===== src/rtl/mem_arbiter_pkg.sv =====
// Shared definitions for the unified-memory arbiter: FSM state encoding and default latency.
package mem_arbiter_pkg;

    typedef enum logic [1:0] {
        ARB_IDLE  = 2'd0,
        ARB_GNT_I = 2'd1,
        ARB_GNT_D = 2'd2
    } arb_state_e;

    localparam int DEF_MEM_LAT = 4;
    localparam int DEF_CNT_W   = 3;

endpackage


===== src/rtl/mem_arbiter_lat_counter.sv =====
// Latency counter: counts memory cycles of a grant and flags the final (MEM_LAT-th) cycle.
module lat_counter
    import mem_arbiter_pkg::*;
#(
    parameter int CNT_W   = DEF_CNT_W,
    parameter int MEM_LAT = DEF_MEM_LAT
) (
    input  logic clk,
    input  logic rst,
    input  logic clr,
    input  logic en,
    output logic tc
);

    logic [CNT_W-1:0] cnt_q, cnt_d;

    always_comb begin
        cnt_d = cnt_q;
        if (clr) begin
            cnt_d = '0;
        end else if (en) begin
            cnt_d = cnt_q + CNT_W'(1);
        end
    end

    always_ff @(posedge clk) begin
        if (rst) begin
            cnt_q <= '0;
        end else begin
            cnt_q <= cnt_d;
        end
    end

    assign tc = en && (cnt_q == CNT_W'(MEM_LAT - 1));

endmodule


===== src/rtl/mem_arbiter.sv =====
// Arbiter sharing one fixed-latency unified memory between instruction fetch (I) and data LW/SW (D).
// Each grant runs MEM_LAT memory cycles, then returns a registered one-cycle done pulse with read data.
module mem_arbiter
    import mem_arbiter_pkg::*;
#(
    parameter int ADDR_W  = 16,
    parameter int DATA_W  = 16,
    parameter int MEM_LAT = DEF_MEM_LAT,
    parameter int CNT_W   = DEF_CNT_W
) (
    input  logic              clk,
    input  logic              rst,
    input  logic              i_req,
    input  logic [ADDR_W-1:0] i_addr,
    output logic [DATA_W-1:0] i_rdata,
    output logic              i_done,
    output logic              i_stall,
    input  logic              d_req,
    input  logic              d_wr,
    input  logic [ADDR_W-1:0] d_addr,
    input  logic [DATA_W-1:0] d_wdata,
    output logic [DATA_W-1:0] d_rdata,
    output logic              d_done,
    output logic              d_stall,
    output logic              mem_en,
    output logic              mem_wr,
    output logic [ADDR_W-1:0] mem_addr,
    output logic [DATA_W-1:0] mem_wdata,
    input  logic [DATA_W-1:0] mem_rdata
);

    arb_state_e        state_q, state_d;
    logic              last_d_q, last_d_d;
    logic              cancel_q, cancel_d;
    logic              wr_q, wr_d;
    logic [ADDR_W-1:0] addr_q, addr_d;
    logic [DATA_W-1:0] wdata_q, wdata_d;
    logic [DATA_W-1:0] i_rdata_q, i_rdata_d;
    logic [DATA_W-1:0] d_rdata_q, d_rdata_d;
    logic              i_done_q, i_done_d;
    logic              d_done_q, d_done_d;
    logic              busy;
    logic              last_cyc;

    assign busy = (state_q != ARB_IDLE);

    lat_counter #(
        .CNT_W  (CNT_W),
        .MEM_LAT(MEM_LAT)
    ) u_lat (
        .clk(clk),
        .rst(rst),
        .clr(~busy),
        .en (busy),
        .tc (last_cyc)
    );

    always_comb begin
        state_d   = state_q;
        last_d_d  = last_d_q;
        cancel_d  = cancel_q;
        wr_d      = wr_q;
        addr_d    = addr_q;
        wdata_d   = wdata_q;
        i_rdata_d = i_rdata_q;
        d_rdata_d = d_rdata_q;
        i_done_d  = 1'b0;
        d_done_d  = 1'b0;
        case (state_q)
            ARB_IDLE: begin
                // D wins ties unless it took the previous grant while I was waiting
                if (d_req && !(last_d_q && i_req)) begin
                    state_d  = ARB_GNT_D;
                    last_d_d = 1'b1;
                    wr_d     = d_wr;
                    addr_d   = d_addr;
                    wdata_d  = d_wdata;
                end else if (i_req) begin
                    state_d  = ARB_GNT_I;
                    last_d_d = 1'b0;
                    wr_d     = 1'b0;
                    addr_d   = i_addr;
                    wdata_d  = '0;
                end
            end
            ARB_GNT_I: begin
                // A dropped fetch is a flush: the access finishes but its result is discarded
                if (!i_req) begin
                    cancel_d = 1'b1;
                end
                if (last_cyc) begin
                    state_d  = ARB_IDLE;
                    cancel_d = 1'b0;
                    if (i_req && !cancel_q) begin
                        i_done_d  = 1'b1;
                        i_rdata_d = mem_rdata;
                    end
                end
            end
            ARB_GNT_D: begin
                if (last_cyc) begin
                    state_d  = ARB_IDLE;
                    d_done_d = 1'b1;
                    if (!wr_q) begin
                        d_rdata_d = mem_rdata;
                    end
                end
            end
            default: begin
                state_d = ARB_IDLE;
            end
        endcase
    end

    always_ff @(posedge clk) begin
        if (rst) begin
            state_q   <= ARB_IDLE;
            last_d_q  <= 1'b0;
            cancel_q  <= 1'b0;
            wr_q      <= 1'b0;
            addr_q    <= '0;
            wdata_q   <= '0;
            i_rdata_q <= '0;
            d_rdata_q <= '0;
            i_done_q  <= 1'b0;
            d_done_q  <= 1'b0;
        end else begin
            state_q   <= state_d;
            last_d_q  <= last_d_d;
            cancel_q  <= cancel_d;
            wr_q      <= wr_d;
            addr_q    <= addr_d;
            wdata_q   <= wdata_d;
            i_rdata_q <= i_rdata_d;
            d_rdata_q <= d_rdata_d;
            i_done_q  <= i_done_d;
            d_done_q  <= d_done_d;
        end
    end

    assign i_rdata   = i_rdata_q;
    assign i_done    = i_done_q;
    assign i_stall   = i_req & ~i_done_q;
    assign d_rdata   = d_rdata_q;
    assign d_done    = d_done_q;
    assign d_stall   = d_req & ~d_done_q;
    assign mem_en    = busy;
    assign mem_wr    = (state_q == ARB_GNT_D) & wr_q;
    assign mem_addr  = addr_q;
    assign mem_wdata = wdata_q;

endmodule

===== config.mk =====
export PLATFORM = sky130hd
export DESIGN_NAME = mem_arbiter
export DESIGN_NICKNAME = d
export VERILOG_FILES = /design/src/rtl/mem_arbiter_pkg.sv /design/src/rtl/mem_arbiter_lat_counter.sv /design/src/rtl/mem_arbiter.sv
export SDC_FILE = /design/constraint.sdc
export NUM_CORES = 1
export LEC_CHECK = 0
export BUFFER_PORTS_ARGS = -buffer_cell sky130_fd_sc_hd__buf_2
export CORE_ASPECT_RATIO = 1.4
export CORE_MARGIN = 8
export CORE_UTILIZATION = 23
export DETAILED_ROUTE_END_ITERATION = 12
export GPL_TIMING_DRIVEN = 0
export SETUP_SLACK_MARGIN = 0.2
export SYNTH_ARGS = -nofsm -noshare
export SYNTH_HDL_FRONTEND = slang
export SYNTH_SLANG_ARGS = --single-unit

===== constraint.sdc =====
create_clock -name clk -period 4.92 [get_ports clk]
set_clock_uncertainty 0.15 [all_clocks]
set_input_delay 0.984 -clock clk [delete_from_list [all_inputs] [get_ports clk]]
set_output_delay 0.984 -clock clk [all_outputs]
set_load 0.005 [all_outputs]

==> reports/metrics.yaml <==
place:
  dp_hpwl_um: 7300
  place_congestion: 0.795
  dp.cells: 612
  place_area_sq_um: 3880
  io_buffers: 137
timing:
  setup_violations: 0
  fin_setup_tns_ns: 0
  rsz0062_at_grt: "no"
  final-max-slew-violation-count: 0
  max_slew.worst_pin.slew_ns: 0.614
  slew_headroom: 0.588
  finalHoldViolCount: 0
  fin_crit_ns: 2.52
  period_share: 0.512
  holdWs_ns: 0.275
  fmax_ghz: 0.397
logic_synthesis:
  synth.largest_area_cell: "dfxtp_1"
  synth_common_cells: "dfxtp_1, nand2_1, nand2b_1"
  synth_area_sq_um: 3010
  synth.most_common_cell: "dfxtp_1"
  synth-seq-area-share: 0.493
  synth_flop_cell: "dfxtp_1"
  yosysWarnings: 0
  synth-edff-count: 0
  syn-instance-count: 322
  ys_ff_latch: 74
  ys_types: 33
  synth_top_cell_area_share: 0.493
  synth_area_per_cell_sq_um: 9.33
  syn-num-nets: 397
  synth_area_leaders: "dfxtp_1, nand2_1, nand2b_1"
  postSynth.asyncResetShare: 0
grt:
  grt_max_degree: 14
  grt_first_pass_wirelength_um: 14700
  grtUsageTotal: 0.109
  antenna_found_initial: 1
  grt-ovfl-total: 0
  grt_pass1_vias: 2982
routing:
  ant_nets: 0
  wl_met3_um: 637
  met1_length_um: 3770
  drt-initial-drc-count: 116
  route.detailed.drc: 0
  dr.pass1.iters: 4
  vias_per_cell: 4.41
  top_layer: "met4"
  wl_per_cell_um: 14.6
  vias: 2772
  wirelength_um: 9200
  wl_met2_um: 4580
power_and_ir_drop:
  peakVddDrop_uv: 143
  power.density_cell_area_nw_per_um2: 406
  power.leakage_nw: 2.01
worst_setup_path:
  reg2reg_depth: 7
  critPathMaxFanout: 7
  r2r-end: "mem_wdata[11]"
  critPathMaxStageDelay_ns: 0.13
  worstPathArrival_ns: 1.39
  rrSetupSlack_ns: 2.93
  worst_path_max_delay_cell: "buf_2"
  crit_path_start_kind: "input pin"
  r2r_start: "state_q[0]"
  crit_path_frequent_cell: "buf_2"
  crit_chain: "buf_2 > nor2b_1 > buf_2"
  cp.required_ns: 3.79
  setup.worst_path.end_class: "output pin"
  path_class: "in -> out"
finish:
  drive_gt1_frac: 0.373
  postLayoutCellArea_sq_um: 4180
  syn2layout_area_growth_pct: 39.1
  final_cell_count_no_fill: 629
  nNetsFinal: 545
floorplanning:
  die_w_um: 113
  fp.dieH_um: 151
  core-area_sq_um: 12800
  rows: 49
  ios: 139
  dieArea_sq_um: 17000
  start_util: 0.235
cts:
  clkLatencyLatePin_ns: 0.33
  cts_max_path_buffers: 2
  cts_tree: "done"
  cts_num_sinks: 74
  htreeDepth: 3
  hold_buffers: 0
  post-cts-setup-buffers: 0
  cts_buffers: 9
  clkTransAtPathRegs_ns: 0.06
  cts-resized-gates: 0
  root_buffer: "clkbuf_16"
min_path:
  hold_class: "reg -> reg"
  hold_path_depth: 1
  hold_path_end: "u_lat.cnt_q[0]"
  hp-start: "u_lat.cnt_q[0]"
status:
  status: "complete, no violations"
flow_run:
  drv_cap: 0
## flip-flops by register name, summed over array words and instances (netlist names)
name,flops
d_rdata,16
i_rdata,16
mem_addr,16
mem_wdata,16
u_lat.cnt_q,3
state_q,2
cancel_q,1
d_done,1
i_done,1
last_d_q,1
wr_q,1
## area by class of cell
class / instances / area (sq um)
plain buffers: 25 / 150
repair buffers: 137 / 686
clock buffers: 9 / 225
fillers: 1335 / 8630
flip-flops and latches: 74 / 1480
diodes: 1 / 2.50
inverters: 5 / 18.8
clock inverters: 7 / 70.1
well taps: 153 / 191
multi-input cells: 218 / 1360
## cells in the final DEF, fill, tap and decap left out, types with 3 or more instances in the layout
master and instances:
buf_2 147, dfxtp_1 74, nand2_1 67, nand2b_1 33, nor2_1 19, a21oi_1 18, a311oi_1 17, mux2i_1 17
a22o_1 17, clkbuf_16 9, clkbuf_1 8, ha_1 6, inv_1 5, nor2b_1 3, buf_4 3, nor3_1 3
clkinv_2 3
## per-stage QoR
stage	total power [mW]	worst slack (ns)	util
final	1.70	2.40	0.326
after global routing	1.80	2.36	0.326
after CTS	1.73	2.38	0.326
after detailed placement	1.07	2.38	0.303
after global placement	1.06	2.40	0.303
after floorplan	0.920	2.55	-
## logic make-up after synthesis
family | share of synthesized area
AO/OA/AOI/OAI | 0.153
AND/OR/NAND/NOR | 0.216
adder cells (fa/ha/maj) | 0.0250
buffers and inverters | 0.0562
flip-flops | 0.493
multiplexers | 0.0566
## critical path, delay by kind of cell
family / cells / cell delay [ns]
buffers and inverters: 2 / 0.26
and+or+nand+nor: 1 / 0.13
## routing by layer
metal | up-vias | track usage
met5 | - | 0
met1 | 1273 | 0.116
met4 | 0 | 0.0562
met2 | 97 | 0.191
li1 | 1391 | -
met3 | 11 | 0.0363
## worst max path at each step
stage	from	endpoint	slack, ns	cells past startpoint
6_report	d_req	d_stall	2.40	3
2_1_floorplan	i_req	i_stall	2.55	2
4_1_cts	d_req	d_stall	2.38	3
5_1_grt	d_req	d_stall	2.36	3
3_5_place_dp	d_req	d_stall	2.38	3
3_3_place_gp	d_req	d_stall	2.40	3
## power by group
part | internal (mW) | total, mW | switching (mW)
clock network | 0.391 | 0.647 | 0.256
registers | 0.666 | 0.702 | 0.0366
logic | 0.161 | 0.346 | 0.185
total | 1.22 | 1.70 | 0.478
(Power assumes the default switching activity.)
